==> config.mk <==
export PLATFORM = sky130hd
export DESIGN_NAME = sc_backg_timer
export DESIGN_NICKNAME = d
export VERILOG_FILES = /design/src/rtl/sc_backg_pkg.sv /design/src/rtl/sc_backg_period_sel.sv /design/src/rtl/sc_backg_timer.sv
export SDC_FILE = /design/constraint.sdc
export NUM_CORES = 1
export LEC_CHECK = 0
export BUFFER_PORTS_ARGS = -buffer_cell sky130_fd_sc_hd__buf_2
export CORE_MARGIN = 4
export CORE_UTILIZATION = 53
export CTS_BUF_LIST = sky130_fd_sc_hd__clkbuf_8
export DETAILED_ROUTE_END_ITERATION = 6
export PLACE_DENSITY = 0.89
export SYNTH_ARGS = -nofsm -noshare
export SYNTH_HDL_FRONTEND = slang
export SYNTH_SLANG_ARGS = --single-unit
==> constraint.sdc <==
create_clock -name SC_BACKGTIMER_CLOCK_50 -period 2.75 [get_ports SC_BACKGTIMER_CLOCK_50]
set_input_delay 0.4125 -clock SC_BACKGTIMER_CLOCK_50 [delete_from_list [all_inputs] [get_ports SC_BACKGTIMER_CLOCK_50]]
set_output_delay 0.4125 -clock SC_BACKGTIMER_CLOCK_50 [all_outputs]
set_load 0.02 [all_outputs]
==> src/rtl/sc_backg_pkg.sv <==
// Shared definitions for the background timer and the background state machine.
// Holds:
//  - the timer FSM state encoding;
//  - the speed level codes;
//  - the default terminal periods that the timer and the background FSM top both use.
package sc_backg_pkg;

  // The state register is 4 bits wide so that the background FSM can share the encoding space.
  typedef enum logic [3:0] {
    RESET_0 = 4'd0,
    RUN_0   = 4'd1,
    TC_0    = 4'd2,
    PAUSE_0 = 4'd3
  } timerStateType;

  // Speed level codes: level 0 scrolls slowest, level 3 scrolls fastest.
  localparam logic [1:0] LEVEL_0 = 2'd0;
  localparam logic [1:0] LEVEL_1 = 2'd1;
  localparam logic [1:0] LEVEL_2 = 2'd2;
  localparam logic [1:0] LEVEL_3 = 2'd3;

  // Default number of increments per terminal count at each level.
  localparam int DEFAULT_DATAWIDTH_COUNT = 23;
  localparam int DEFAULT_PERIOD_L0       = 5000000;
  localparam int DEFAULT_PERIOD_L1       = 3500000;
  localparam int DEFAULT_PERIOD_L2       = 2000000;
  localparam int DEFAULT_PERIOD_L3       = 1000000;

endpackage

==> src/rtl/sc_backg_period_sel.sv <==
// Combinational lookup from the level currently in force to its terminal period.
// Ports:
//  SC_BACKGPERIODSEL_level_In    in   2                level currently in force
//  SC_BACKGPERIODSEL_period_Out  out  DATAWIDTH_COUNT  increments per terminal count at that level
module sc_backg_period_sel
  import sc_backg_pkg::*;
#(
  parameter int DATAWIDTH_COUNT = DEFAULT_DATAWIDTH_COUNT,
  parameter int PERIOD_L0       = DEFAULT_PERIOD_L0,
  parameter int PERIOD_L1       = DEFAULT_PERIOD_L1,
  parameter int PERIOD_L2       = DEFAULT_PERIOD_L2,
  parameter int PERIOD_L3       = DEFAULT_PERIOD_L3
) (
  input  logic [1:0]                 SC_BACKGPERIODSEL_level_In,
  output logic [DATAWIDTH_COUNT-1:0] SC_BACKGPERIODSEL_period_Out
);

  // Straight table lookup; each level code selects one period.
  always_comb begin
    SC_BACKGPERIODSEL_period_Out = DATAWIDTH_COUNT'(PERIOD_L0);
    case (SC_BACKGPERIODSEL_level_In)
      LEVEL_0: SC_BACKGPERIODSEL_period_Out = DATAWIDTH_COUNT'(PERIOD_L0);
      LEVEL_1: SC_BACKGPERIODSEL_period_Out = DATAWIDTH_COUNT'(PERIOD_L1);
      LEVEL_2: SC_BACKGPERIODSEL_period_Out = DATAWIDTH_COUNT'(PERIOD_L2);
      LEVEL_3: SC_BACKGPERIODSEL_period_Out = DATAWIDTH_COUNT'(PERIOD_L3);
      default: SC_BACKGPERIODSEL_period_Out = DATAWIDTH_COUNT'(PERIOD_L0);
    endcase
  end

endmodule

==> src/rtl/sc_backg_timer.sv <==
// Programmable event timer that feeds the background state machine.
// It counts the FSM's active-low strobe and pulls T0 low at each terminal count.
// The terminal period depends on the speed level, which is taken from level_In only at clear or at wrap.
// Ports:
//  SC_BACKGTIMER_CLOCK_50       in   1                system clock, 50 MHz
//  SC_BACKGTIMER_RESET_InHigh   in   1                asynchronous reset, active-high
//  SC_BACKGTIMER_upcount_InLow  in   1                count enable, one increment per low cycle
//  SC_BACKGTIMER_clear_InLow    in   1                synchronous clear, active-low
//  SC_BACKGTIMER_level_In       in   2                requested speed level
//  SC_BACKGTIMER_pause_InHigh   in   1                freeze timer
//  SC_BACKGTIMER_T0_OutLow      out  1                terminal-count flag, active-low, registered
//  SC_BACKGTIMER_count_Out      out  DATAWIDTH_COUNT  current count value
//  SC_BACKGTIMER_level_Out      out  2                level currently in force
module sc_backg_timer
  import sc_backg_pkg::*;
#(
  parameter int DATAWIDTH_COUNT = DEFAULT_DATAWIDTH_COUNT,
  parameter int PERIOD_L0       = DEFAULT_PERIOD_L0,
  parameter int PERIOD_L1       = DEFAULT_PERIOD_L1,
  parameter int PERIOD_L2       = DEFAULT_PERIOD_L2,
  parameter int PERIOD_L3       = DEFAULT_PERIOD_L3
) (
  input  logic                       SC_BACKGTIMER_CLOCK_50,
  input  logic                       SC_BACKGTIMER_RESET_InHigh,
  input  logic                       SC_BACKGTIMER_upcount_InLow,
  input  logic                       SC_BACKGTIMER_clear_InLow,
  input  logic [1:0]                 SC_BACKGTIMER_level_In,
  input  logic                       SC_BACKGTIMER_pause_InHigh,
  output logic                       SC_BACKGTIMER_T0_OutLow,
  output logic [DATAWIDTH_COUNT-1:0] SC_BACKGTIMER_count_Out,
  output logic [1:0]                 SC_BACKGTIMER_level_Out
);

  localparam logic [DATAWIDTH_COUNT-1:0] countOne = DATAWIDTH_COUNT'(1);

  timerStateType              timerState;
  logic                       pausedFromTc;
  logic [DATAWIDTH_COUNT-1:0] periodSel;
  logic [DATAWIDTH_COUNT-1:0] lastCount;

  sc_backg_period_sel #(
    .DATAWIDTH_COUNT(DATAWIDTH_COUNT),
    .PERIOD_L0      (PERIOD_L0),
    .PERIOD_L1      (PERIOD_L1),
    .PERIOD_L2      (PERIOD_L2),
    .PERIOD_L3      (PERIOD_L3)
  ) uPeriodSel (
    .SC_BACKGPERIODSEL_level_In  (SC_BACKGTIMER_level_Out),
    .SC_BACKGPERIODSEL_period_Out(periodSel)
  );

  assign lastCount = periodSel - countOne;

  // The FSM, counter and T0 flag all sit in one register block.
  // Clear beats pause, and pause beats upcount.
  // In the terminal increment the wrap compare uses >=, so the count cannot
  // pass the last value even if the register were corrupted.
  // A level change only takes effect at a wrap, so a running period is never shortened.
  always_ff @(posedge SC_BACKGTIMER_CLOCK_50 or posedge SC_BACKGTIMER_RESET_InHigh) begin
    if (SC_BACKGTIMER_RESET_InHigh) begin
      timerState              <= RESET_0;
      pausedFromTc            <= 1'b0;
      SC_BACKGTIMER_count_Out <= '0;
      SC_BACKGTIMER_T0_OutLow <= 1'b1;
      SC_BACKGTIMER_level_Out <= LEVEL_0;
    end else if (timerState == RESET_0) begin
      SC_BACKGTIMER_level_Out <= SC_BACKGTIMER_level_In;
      timerState              <= RUN_0;
    end else if (!SC_BACKGTIMER_clear_InLow) begin
      SC_BACKGTIMER_count_Out <= '0;
      SC_BACKGTIMER_T0_OutLow <= 1'b1;
      SC_BACKGTIMER_level_Out <= SC_BACKGTIMER_level_In;
      pausedFromTc            <= 1'b0;
      timerState              <= RUN_0;
    end else begin
      case (timerState)
        PAUSE_0: begin
          if (!SC_BACKGTIMER_pause_InHigh) begin
            timerState <= pausedFromTc ? TC_0 : RUN_0;
          end
        end
        RUN_0: begin
          if (SC_BACKGTIMER_pause_InHigh) begin
            pausedFromTc <= 1'b0;
            timerState   <= PAUSE_0;
          end else if (!SC_BACKGTIMER_upcount_InLow) begin
            if (SC_BACKGTIMER_count_Out >= lastCount) begin
              SC_BACKGTIMER_count_Out <= '0;
              SC_BACKGTIMER_T0_OutLow <= 1'b0;
              SC_BACKGTIMER_level_Out <= SC_BACKGTIMER_level_In;
              timerState              <= TC_0;
            end else begin
              SC_BACKGTIMER_count_Out <= SC_BACKGTIMER_count_Out + countOne;
            end
          end
        end
        TC_0: begin
          if (SC_BACKGTIMER_pause_InHigh) begin
            pausedFromTc <= 1'b1;
            timerState   <= PAUSE_0;
          end else if (!SC_BACKGTIMER_upcount_InLow) begin
            SC_BACKGTIMER_count_Out <= SC_BACKGTIMER_count_Out + countOne;
            SC_BACKGTIMER_T0_OutLow <= 1'b1;
            timerState              <= RUN_0;
          end
        end
        default: timerState <= RESET_0;
      endcase
    end
  end

endmodule

Word level (Yosys, flattened, before mapping)
Index checks and enable logic that the tools add are counted.
{"block": "totals", "output_inout_bits": 26, "register_bits": 31, "elab_cells": 73, "in_bits": 7}
{"block": "op_classes", "n_bitwise": 1, "n_eq_ne": 22, "n_reduce_logical": 7, "muxes": 35, "addsub": 2, "magnitude_cmp": 1}
{"op": "two-way mux 23 bit", "n": 6}
{"op": "case mux 23 bit (4 select lines)", "n": 1}
{"op": "case mux 23 bit (2 select lines)", "n": 1}
{"op": "two-way mux 4 bit", "n": 8}
{"op": "adder 23 x 1 -> 23 bit, second input constant", "n": 1}
{"op": "greater-or-equal comparator 23 bit", "n": 1}
{"op": "subtractor 23 x 1 -> 23 bit, second input constant", "n": 1}
{"op": "!= test 3 bit, second input constant", "n": 7}
{"op": "!= test 5 bit, second input constant", "n": 3}
{"op": "two-way mux 2 bit", "n": 7}
{"op": "case mux 4 bit (3 select lines)", "n": 1}
{"op": "AND reduction 4 bit", "n": 3}
{"op": "two-way mux 1 bit", "n": 9}
{"op": "!= test 3 x 1 -> 1 bit, second input constant", "n": 3}
{"op": "== test 4 x 2 -> 1 bit, second input constant", "n": 2}
{"op": "AND reduction 7 bit", "n": 1}
{"op": "!= test 3 x 2 -> 1 bit, second input constant", "n": 2}
{"op": "AND reduction 6 bit", "n": 1}
{"op": "== test 2 bit, second input constant", "n": 2}
{"op": "== test 4 x 1 -> 1 bit, second input constant", "n": 1}
{"op": "zero test 4 bit", "n": 1}
{"op": "!= test 4 bit, second input constant", "n": 1}
{"op": "case mux 1 bit (2 select lines)", "n": 2}
{"op": "== test 2 x 1 -> 1 bit, second input constant", "n": 1}
{"op": "2 further kinds", "n": 2}

Logic depth before layout (Yosys ltp)
Gate-level depths: netlist of the first run.
{"block": "logic_depth", "word_depth": 10, "mapped_depth": 14}

Hierarchy
Synthesis of the first run repeated with hierarchy kept, for this count alone.
{"block": "unflattened", "hier_cells": 299, "area_unflattened_um2": 2610.0}
{"mod": "sc_backg_timer", "area_each_um2": 2384.8, "cells_each": 270, "instances": 1, "seq_area_each_um2": 726.9}
{"mod": "sc_backg_period_sel", "area_each_um2": 225.2, "cells_each": 29, "instances": 1, "seq_area_each_um2": 0.0}

Worst setup path before layout of the first run
No wires, ideal clock.
{"block": "synth_timing", "kind": "reg2reg", "from": "register SC_BACKGTIMER_level_Out[0]", "to": "register SC_BACKGTIMER_count_Out[9]", "setup_slack_ps": -153, "synth_period_minus_slack_ps": 2903, "stages_incl_launch_ff": 13, "t_arrival_ps": 2800, "setup_ps": 103, "required_ps": 2647, "cell_sequence": "dfrtp_1 inv_1 ha_1 nor2_1 xnor2_1 nor2_1 ha_1 a21oi_1 nor3_1 o21a_1 o41ai_4 nand2_2 o41ai_2"}
{"block": "synth_via", "elab_chain_cells": 9, "elab_cells_between_ends": 12, "classes_between": "1 x add/sub; 1 x order compare; 3 x eq/ne; 6 x mux; 1 x reduce/logical"}
{"element": "from (decl)", "line": "sc_backg_timer.sv:31", "source": "output logic [1:0] SC_BACKGTIMER_level_Out"}
{"element": "from (signal assigned)", "line": "sc_backg_timer.sv:67", "source": "SC_BACKGTIMER_level_Out <= SC_BACKGTIMER_level_In;"}
{"element": "from (signal assigned)", "line": "sc_backg_timer.sv:72", "source": "SC_BACKGTIMER_level_Out <= SC_BACKGTIMER_level_In;"}
{"element": "from (signal assigned)", "line": "sc_backg_timer.sv:90", "source": "SC_BACKGTIMER_level_Out <= SC_BACKGTIMER_level_In;"}
{"element": "== test 2 bit (tied with other cells)", "line": "sc_backg_period_sel.sv:21", "source": "case (SC_BACKGPERIODSEL_level_In)"}
{"element": "case mux 23 bit (4 select lines) (*)", "line": "sc_backg_period_sel.sv:21"}
{"element": "subtractor 23 x 1 -> 23 bit (*)", "line": "sc_backg_timer.sv:52", "source": "assign lastCount = periodSel - countOne;"}
{"element": "greater-or-equal comparator 23 bit (*)", "line": "sc_backg_timer.sv:87", "source": "if (SC_BACKGTIMER_count_Out >= lastCount) begin"}
{"element": "two-way mux 23 bit (*)", "line": "sc_backg_timer.sv:87"}
{"element": "two-way mux 23 bit (*)", "line": "sc_backg_timer.sv:86", "source": "end else if (!SC_BACKGTIMER_upcount_InLow) begin"}
{"element": "two-way mux 23 bit (*)", "line": "sc_backg_timer.sv:83", "source": "if (SC_BACKGTIMER_pause_InHigh) begin"}
{"element": "case mux 23 bit (2 select lines) (*)", "line": "sc_backg_timer.sv:76", "source": "case (timerState)"}
{"element": "two-way mux 23 bit (*)", "line": "sc_backg_timer.sv:69", "source": "end else if (!SC_BACKGTIMER_clear_InLow) begin"}
{"element": "to (signal assigned)", "line": "sc_backg_timer.sv:93", "source": "SC_BACKGTIMER_count_Out <= SC_BACKGTIMER_count_Out + countOne;"}
{"element": "to (signal assigned)", "line": "sc_backg_timer.sv:102", "source": "SC_BACKGTIMER_count_Out <= SC_BACKGTIMER_count_Out + countOne;"}
{"element": "to (decl)", "line": "sc_backg_timer.sv:30", "source": "output logic [DATAWIDTH_COUNT-1:0] SC_BACKGTIMER_count_Out,"}
Every way passes the cells marked *; elsewhere a longest branch is shown, timed or not. The select of a mux whose other input is x is not followed.
A chain may end at the register's enable or synchronous reset.

Worst setup path in the final report of the first run
{"block": "layout_timing", "from": "register SC_BACKGTIMER_level_Out[0]", "to": "register SC_BACKGTIMER_count_Out[5]"}
The elaborated chain is that of the path after synthesis.

==> results.md, run 1 <==
- Status: finished with violations
- Failing checks: setup timing
- Vias per inst: around 6
- Reg power frac: 0.412
- Synthesized instance count: 245
- Worst skew pair latency: 0.29 ns
- CP peak stage delay: approximately 0.46 ns
- CP startpoint: SC_BACKGTIMER_level_Out[0]
- Nets: 324
- GRT Util Overall: 0.216
- Fin. Hold Viols: 0
- Crit-path slowest cell: o41ai_4
- Clock sinks: 29
- Fraction of layout cells with a size suffix above 1: 0.322
- Slew margin rel.: 0.523
- Crit-path cells: inv_4, ha_4, nor2_4, xnor2_2, nor2_2, ha_1, a21oi_2, nor3_1, o21a_2, o41ai_4, buf_6, nand3_1, mux2i_1
- Critical Path AT: 3.15 ns
- FMAX: about 340 MHz
- Critical Path RT: 2.96 ns
- Logic gate share of total power: 0.284
- # setup viols final: 24
- Number of DRC markers in iteration 0: between 200 and 300
- Switching share of power: 0.338
- Worst-margin pin slew: 0.709 ns
- Worst setup SP type: flop
- Worst setup margin: -0.185 ns
- DIE WIDTH: between 70 and 80 um
- Vias in the first global route: roughly 1900
- Post-DP HPWL: approximately 3900 um
- Max Buffers Root-to-Sink: 2
- Pins Over Slew Limit: 0
- Max Cap Violations: 0
- Die Height: 72.2 um
- Filler instances: between 200 and 300
- Net Switching: about 0.38 mW
- Iteration count of the initial detailed-routing pass: 4
- R2R depth: 13
- RSZ-0062 raised after global routing: yes
- Antenna-violating nets left: 0
- Initial Utilization: 0.546
- Buffers on Ports: 32
- Syn Nets: ~280
- Crit Path Max Fanout: 13
- CP Capture Type: flop
- H-tree levels: 2
- Worst-path clk slew: approximately 0.07 ns
- Antenna violations before repair: 0
- Top FF cell, synth: dfrtp_1
- Number of flops mapped to enable cells by yosys: 0
- FF-to-FF Start: SC_BACKGTIMER_level_Out[0]
- Asr flop ratio synth: 1.00
- Final TNS setup: -2.32 ns
- Core footprint: around 0.0040 mm2
- Ys Warns: 0
- FF+latch count, synth: 29
- Clk Tree Root Cell: clkbuf_8
- Cell Rows: 23
- Leak pwr: approximately 1.3 nW
- CTS buffer count: 5
- Hold Path Class: input pin to async pin
- Sequential area share after synthesis: 0.333
- Netlist cell types: 48
- Fin util: 0.668
- TritonCTS clock tree: yes
- Max IR drop VDD: 256 uV
- Part of the power in the clock network: 0.304
- Vias: approximately 2100
- Mapped Area: 0.00219 mm2
- Routed length per instance: between 15 and 20 um
- Drt drc: 0
- Mean Syn Cell Area: 8.92 um2
- # diodes: 0
- Commonest non-fill, non-tap cell in the layout: buf_2
- First-pass GRT wire length: approximately 9000 um
- Final period util: 1.07
- Critical path class: flop to flop
- # IOs: 33
- Die area: 0.00522 mm2
- Pin count of the biggest net entering global routing: 18
- Drt total wl: a little over 6000 um
- Most frequent cells in the layout: buf_2, dfrtp_1, nor2_1
- PwrDens: ~420 mW/mm2
- Int Pwr: around 0.74 mW
- Worst Skew: roughly 0.0049 ns
- Area Growth Syn to Fin: 22.3%
- Global route total overflow: 0
- Minimum clock period after layout: between 2 and 3 ns
- RePlAce Congestion: about 0.85
[Yosys cell counts, drive strengths merged, types with 2 or more instances]
| master | n | share of area |
|---|---|---|
| dfrtp | 28 | 0.32 |
| nor2 | 28 | 0.048 |
| ha | 26 | 0.15 |
| inv | 23 | 0.039 |
| a21oi | 20 | 0.051 |
| nand2 | 19 | 0.034 |
| nand3 | 14 | 0.034 |
| xnor2 | 11 | 0.044 |
| nor3 | 8 | 0.033 |
| nand4 | 7 | 0.029 |
| o21ai | 7 | 0.016 |
| a31oi | 5 | 0.014 |
| o31ai | 5 | 0.019 |
| and2 | 4 | 0.011 |
| clkbuf | 4 | 0.0069 |
| o221ai | 3 | 0.015 |
| a21o | 2 | 0.0069 |
| a22oi | 2 | 0.0069 |
| and3 | 2 | 0.0086 |
| buf | 2 | 0.0046 |
| conb | 2 | 0.0034 |
| mux2 | 2 | 0.010 |
| mux2i | 2 | 0.0092 |
| nor2b | 2 | 0.0057 |
| nor4 | 2 | 0.0057 |
| o21a | 2 | 0.0069 |
| o22ai | 2 | 0.0057 |
| o41ai | 2 | 0.020 |
[power by group through the flow]
stage,registers (mW),logic [mW],clock network [mW]
after floorplan,0.476,0.146,0
after detailed placement,0.464,0.227,0
final,0.459,0.316,0.339
after global routing,0.460,0.341,0.365
after global placement,0.463,0.216,0
after CTS,0.457,0.250,0.341
[what timing repair did]
action	4_1_cts	5_1_grt
buffers inserted	1	6
hold buffers	0	0
resized for setup	10	19
pin swaps	3	22
setup endpoints to repair	24	25
[metrics by stage]
stage               power [mW]  hold slack, ns  std cells  instance area (um2)  worst slack (ns)
floorplan                0.621           0.490        245                 2190            0.0276
global placement         0.679           0.475        327                 2430           0.00548
detailed placement       0.691           0.498        327                 2430           -0.0873
CTS                       1.05           0.238        336                 2560           -0.0516
global route              1.17           0.278        342                 2670            -0.283
finish                    1.11           0.209        342                 2670            -0.185
[kinds of logic after synthesis]
kind of cell,share of synthesized area
multiplexers,0.0195
other,0.00344
adder cells (fa/ha/maj),0.149
buffers and inverters,0.0509
AND/OR/NAND/NOR,0.215
flip-flops,0.333
XOR/XNOR,0.0481
AO/OA/AOI/OAI,0.181
[critical path: cells and delay by family, from the launching register on]
| family | cells | cell delay (ns) |
|---|---|---|
| flip-flops | 1 | 0.43 |
| AO/OA/AOI/OAI | 3 | 0.88 |
| buffers and inverters | 2 | 0.34 |
| AND/OR/NAND/NOR | 4 | 0.37 |
| adder cells (fa/ha/maj) | 2 | 0.55 |
| XOR/XNOR | 1 | 0.12 |
| multiplexers | 1 | 0.16 |
[flip-flops by register name, summed over array words and instances, names as in the netlist]
register and cells:
pausedFromTc 1, SC_BACKGTIMER_T0_OutLow 1, SC_BACKGTIMER_count_Out 23, timerState 2, SC_BACKGTIMER_level_Out 2
[area by class of cell]
cell class / count / area (um2) / share of cell area
Clock buffer: 5 / 68.8 / 0.0257
Clock inverter: 3 / 13.8 / 0.00515
Inverter: 23 / 91.3 / 0.0342
Multi-Input combinational cell: 187 / 1440 / 0.540
Sequential cell: 29 / 729 / 0.273
Tap cell: 50 / 62.6 / 0.0234
Timing Repair Buffer: 45 / 265 / 0.0992
[layer usage]
metal  wire length [um]  track usage  vias to the layer above
li1                   -            -                      958
met1               2350        0.265                     1009
met2               3100        0.356                       98
met3                415       0.0416                       22
met4                232        0.117                        0
met5                  0            0                        -
[final timing paths]
| check | to | slack [ns] |
|---|---|---|
| min | SC_BACKGTIMER_count_Out[21] | 0.21 |
| max reg2reg | SC_BACKGTIMER_count_Out[5] | -0.19 |
| min reg2reg | SC_BACKGTIMER_T0_OutLow | 0.50 |
| min in group SC_BACKGTIMER_CLOCK_50 | SC_BACKGTIMER_level_Out[1] | 0.36 |
| max in group asynchronous | SC_BACKGTIMER_T0_OutLow | 1.83 |
| max | SC_BACKGTIMER_count_Out[5] | -0.19 |
Note: power is estimated with default switching activity, not from simulation.
==> run 2: changes to the inputs <==
--- a/config.mk
+++ b/config.mk
@@ -5,12 +5,13 @@
 export SDC_FILE = /design/constraint.sdc
 export NUM_CORES = 1
 export LEC_CHECK = 0
+export ABC_AREA = 1
 export BUFFER_PORTS_ARGS = -buffer_cell sky130_fd_sc_hd__buf_2
 export CORE_MARGIN = 4
-export CORE_UTILIZATION = 53
+export CORE_UTILIZATION = 54
 export CTS_BUF_LIST = sky130_fd_sc_hd__clkbuf_8
 export DETAILED_ROUTE_END_ITERATION = 6
-export PLACE_DENSITY = 0.89
+export PLACE_DENSITY = 0.9
 export SYNTH_ARGS = -nofsm -noshare
 export SYNTH_HDL_FRONTEND = slang
 export SYNTH_SLANG_ARGS = --single-unit
==> run 2 against run 1 <==
Compared with the run above:
- the flow now finishes without violations
- die area is 0.80% higher
- synthesized area increased by 2.8%
- critical path depth increased by 5
- critical endpoint is now SC_BACKGTIMER_count_Out[20]
- largest power group is now combinational logic
- highest routed layer unchanged
==> results.md, run 2 <==
- Post-DP HPWL: 3600 um (-6.6%)
- Netlist cell types: 36 (-25%)
- Crit-path cells: inv_2, ha_1, inv_1, a21oi_1, nor3_1, ha_1, nand2_1, nor2_1, nand2_1, nor2_1, nand2_1, nand3_1, nor2_2, nand2_1, a21oi_2, nor2_2, buf_12, nor2_1
- Clk Tree Root Cell: clkbuf_8
- Number of flops mapped to enable cells by yosys: 0 (unchanged)
- Cts hold-fix bufs: 0 (unchanged)
- Fin util: 0.642 (-0.0260)
- Placed cell count: 371 (+13%)
- Global route total overflow: 0 (unchanged)
- First-pass GRT wire length: 8410 um (-3.9%)
- Initial Utilization: 0.562 (+0.0153)
- Minimum clock period after layout: 2.55 ns (-0.381 ns)
- Grt met2 use: 0.355 (-0.00101)
- Vias in the first global route: 1970 (+6.0%)
- RR Endpoint: SC_BACKGTIMER_count_Out[20]
- DIE WIDTH: 72.5 um (+0.40%)
- # setup viols final: 0 (-100%)
- Core footprint: 0.00400 mm2 (unchanged)
- Mean Syn Cell Area: 7.75 um2 (-13%)
- Synth cell count leaders: nand2_1, nor2_1, dfrtp_1
- Die area: 0.00526 mm2 (+0.80%)
- Pwr Total: 1.76 mW (+58%)
- GR peak layer: met2
- Worst skew pair latency: 0.29 ns (about the same)
- Global routing usage on met1: 0.242 (-0.0223)
- Max IR drop VDD: 408 uV (+59%)
- Synthesized instance count: 290 (+18%)
- CTS buffer count: 5 (unchanged)
- Top cells by area, synth: dfrtp_1, ha_1, nand2_1, nor2_1, inv_1
- RePlAce Congestion: 0.867 (+1.7%)
- Yosys top cell area share: 0.312 (-0.00875)
- Die Height: 72.5 um (+0.40%)
- Hold Path Class: input pin to async pin
- Top FF cell, synth: dfrtp_1
- Clock sinks: 29 (unchanged)
- Crit Path Max Fanout: 21 (+8)
- Max Buffers Root-to-Sink: 2 (unchanged)
- Number of DRC markers in iteration 0: 62 (-78%)
- Worst setup margin: 0.195 ns (+0.381 ns)
- # IOs: 33 (unchanged)
- Vias: 1953 (-6.4%)
- Nets: 362 (+12%)
- Buffers on Ports: 32 (unchanged)
- FF+latch count, synth: 29 (unchanged)
- Leak pwr: 1.38 nW (+8.7%)
- Syn Nets: 323 (+16%)
- Final period util: 0.929 (-0.138)
- Sequential area share after synthesis: 0.323 (-0.00907)
- Antenna-violating nets left: 0 (unchanged)
- Pins Over Slew Limit: 0 (unchanged)
- Drt drc: 0 (unchanged)
- # diodes: 0 (unchanged)
- Largest area contributor in the netlist: dfrtp_1
- Critical path class: flop to flop
- Worst Skew: 0.00807 ns (+0.00316 ns)
- FMAX: 391 MHz (+15%)
- Worst path bufs/invs: 3 (+1)
- GRT Util Overall: 0.203 (-0.0130)
- CP peak stage delay: 0.44 ns (-0.02 ns)
- TritonCTS clock tree: yes
- Fin. Hold Viols: 0 (unchanged)
- Most common cell in the netlist: nand2_1
- Critical Path AT: 2.77 ns (-0.38 ns)
- Worst-path clk slew: 0.07 ns (about the same)
- Cell Rows: 23 (unchanged)
- Grt met3 use: 0.0596 (+0.0180)
- CP Capture Type: flop
- Max reg flops: 23 (unchanged)
- Crit-path most repeated cell: nand2_1
- Area Growth Syn to Fin: 14.4%
- R2R depth: 18 (+5)
- RSZ-0062 raised after global routing: no
- Top Registers: SC_BACKGTIMER_count_Out x23, SC_BACKGTIMER_level_Out x2, timerState x2
- Cell class contributing the biggest share of worst-path delay: simple AND/OR/NAND/NOR gates
- Mapped Area: 0.00225 mm2 (+2.8%)
- Antenna violations before repair: 0 (unchanged)
- FF-to-FF Start: SC_BACKGTIMER_level_Out[1]
- Final TNS setup: 0 ns (+2.32 ns)
- Status: completed
- H-tree levels: 2 (unchanged)
- Drt total wl: 4710 um (-23%)
- Largest Register: SC_BACKGTIMER_count_Out
- Asr flop ratio synth: 1.00 (unchanged)
- Max Cap Violations: 0 (unchanged)
- Ys Warns: 0 (unchanged)
- Fraction of layout cells with a size suffix above 1: 0.221 (-0.101)
- Crit-path slowest cell: dfrtp_2
- Commonest non-fill, non-tap cell in the layout: nand2_1
- Iteration count of the initial detailed-routing pass: 5 (+1)
- Vias per inst: 5.14 (-16%)
- Pin count of the biggest net entering global routing: 30 (+12)
- FF-to-FF setup slack: 0.20 ns (+0.38 ns)
- Routed length per instance: 12.4 um (-31%)
- PwrDens: 684 mW/mm2 (+64%)
- Critical Path RT: 2.96 ns (about the same)
- Pre-CTS WS: 0.0579 ns (+0.145 ns)
- Fin cells: 380 (+11%)
- Worst setup SP type: flop
- Most frequent cells in the layout: nand2_1, nor2_1, buf_2
[run 2: changes by cell type in the layout (fill, tap and decap cells not counted), moves of 4 or more]
cell | previous run | this run
nand2_1 | 17 | 66
inv_1 | 21 | 27
xor2_1 | 1 | 10
a21oi_1 | 16 | 12
buf_4 | 11 | 3
inv_2 | 1 | 5
nor2_1 | 24 | 46
nor2_2 | 2 | 8
a31oi_1 | 5 | 0
[run 2: logic make-up (layout without fill, tap and decap cells)]
kind of cell / Yosys count / in the layout / synth area share
and+or+nand+nor: 154 / 154 / 0.316
DFF: 29 / 29 / 0.323
buffers and inverters: 34 / 74 / 0.0674
xor gates and xnor gates: 17 / 17 / 0.0663
other: 2 / 2 / 0.00334
adders and majority gates: 26 / 26 / 0.145
AOI/OAI and AO/OA: 28 / 28 / 0.0791
[run 2: repair_timing]
item / 4_1_cts / 5_1_grt
setup endpoints to repair: 0 / 24
setup buffers: 0 / 1
resized for setup: 0 / 5
[run 2: cell type report]
class	count	area [um2]
Timing Repair Buffer	36	203
Tap cell	50	62.6
Sequential cell	29	728
Fill cell	359	1430
Inverter	30	113
Multi-Input combinational cell	227	1370
Clock buffer	6	82.6
Clock inverter	2	7.51
[run 2: per-stage QoR]
step | instance area (um2) | hold slack [ns]
after floorplan | 2250 | 0.490
after global placement | 2470 | 0.476
after detailed placement | 2470 | 0.477
after CTS | 2560 | 0.193
after global routing | 2570 | 0.208
final | 2570 | 0.182
[run 2: worst max-delay path by stage]
stage                     slack, ns                     endpoint  cells after the start                        from
after floorplan                0.16  SC_BACKGTIMER_count_Out[20]                     18  SC_BACKGTIMER_level_Out[0]
after global placement         0.24  SC_BACKGTIMER_count_Out[22]                     18  SC_BACKGTIMER_level_Out[1]
after detailed placement       0.06  SC_BACKGTIMER_count_Out[20]                     18  SC_BACKGTIMER_level_Out[0]
after CTS                      0.04  SC_BACKGTIMER_count_Out[20]                     18  SC_BACKGTIMER_level_Out[0]
after global routing           0.02  SC_BACKGTIMER_count_Out[22]                     16  SC_BACKGTIMER_level_Out[1]
final                          0.20  SC_BACKGTIMER_count_Out[20]                     18  SC_BACKGTIMER_level_Out[1]
[run 2: per-layer routing]
layer / share of wire / wire length, um
met4: 0.0096 / 45
met1: 0.44 / 2050
met3: 0.064 / 303
met5: 0 / 0
met2: 0.49 / 2300
[run 2: worst register-to-register path: stages (launching register included)]
cell     delay (ns)
dfrtp_2        0.44
inv_2          0.11
ha_1           0.25
inv_1          0.08
a21oi_1        0.06
nor3_1         0.18
ha_1           0.27
nand2_1        0.09
nor2_1         0.04
nand2_1        0.05
nor2_1         0.04
nand2_1        0.06
nand3_1        0.08
nor2_2         0.15
nand2_1        0.09
a21oi_2        0.18
nor2_2         0.07
buf_12         0.15
nor2_1         0.11
[run 2: where the power goes]
| group | switching [mW] | internal [mW] | total, mW |
|---|---|---|---|
| logic | 0.530 | 0.297 | 0.827 |
| registers | 0.0849 | 0.490 | 0.575 |
| clock network | 0.161 | 0.196 | 0.358 |
| total | 0.776 | 0.983 | 1.76 |
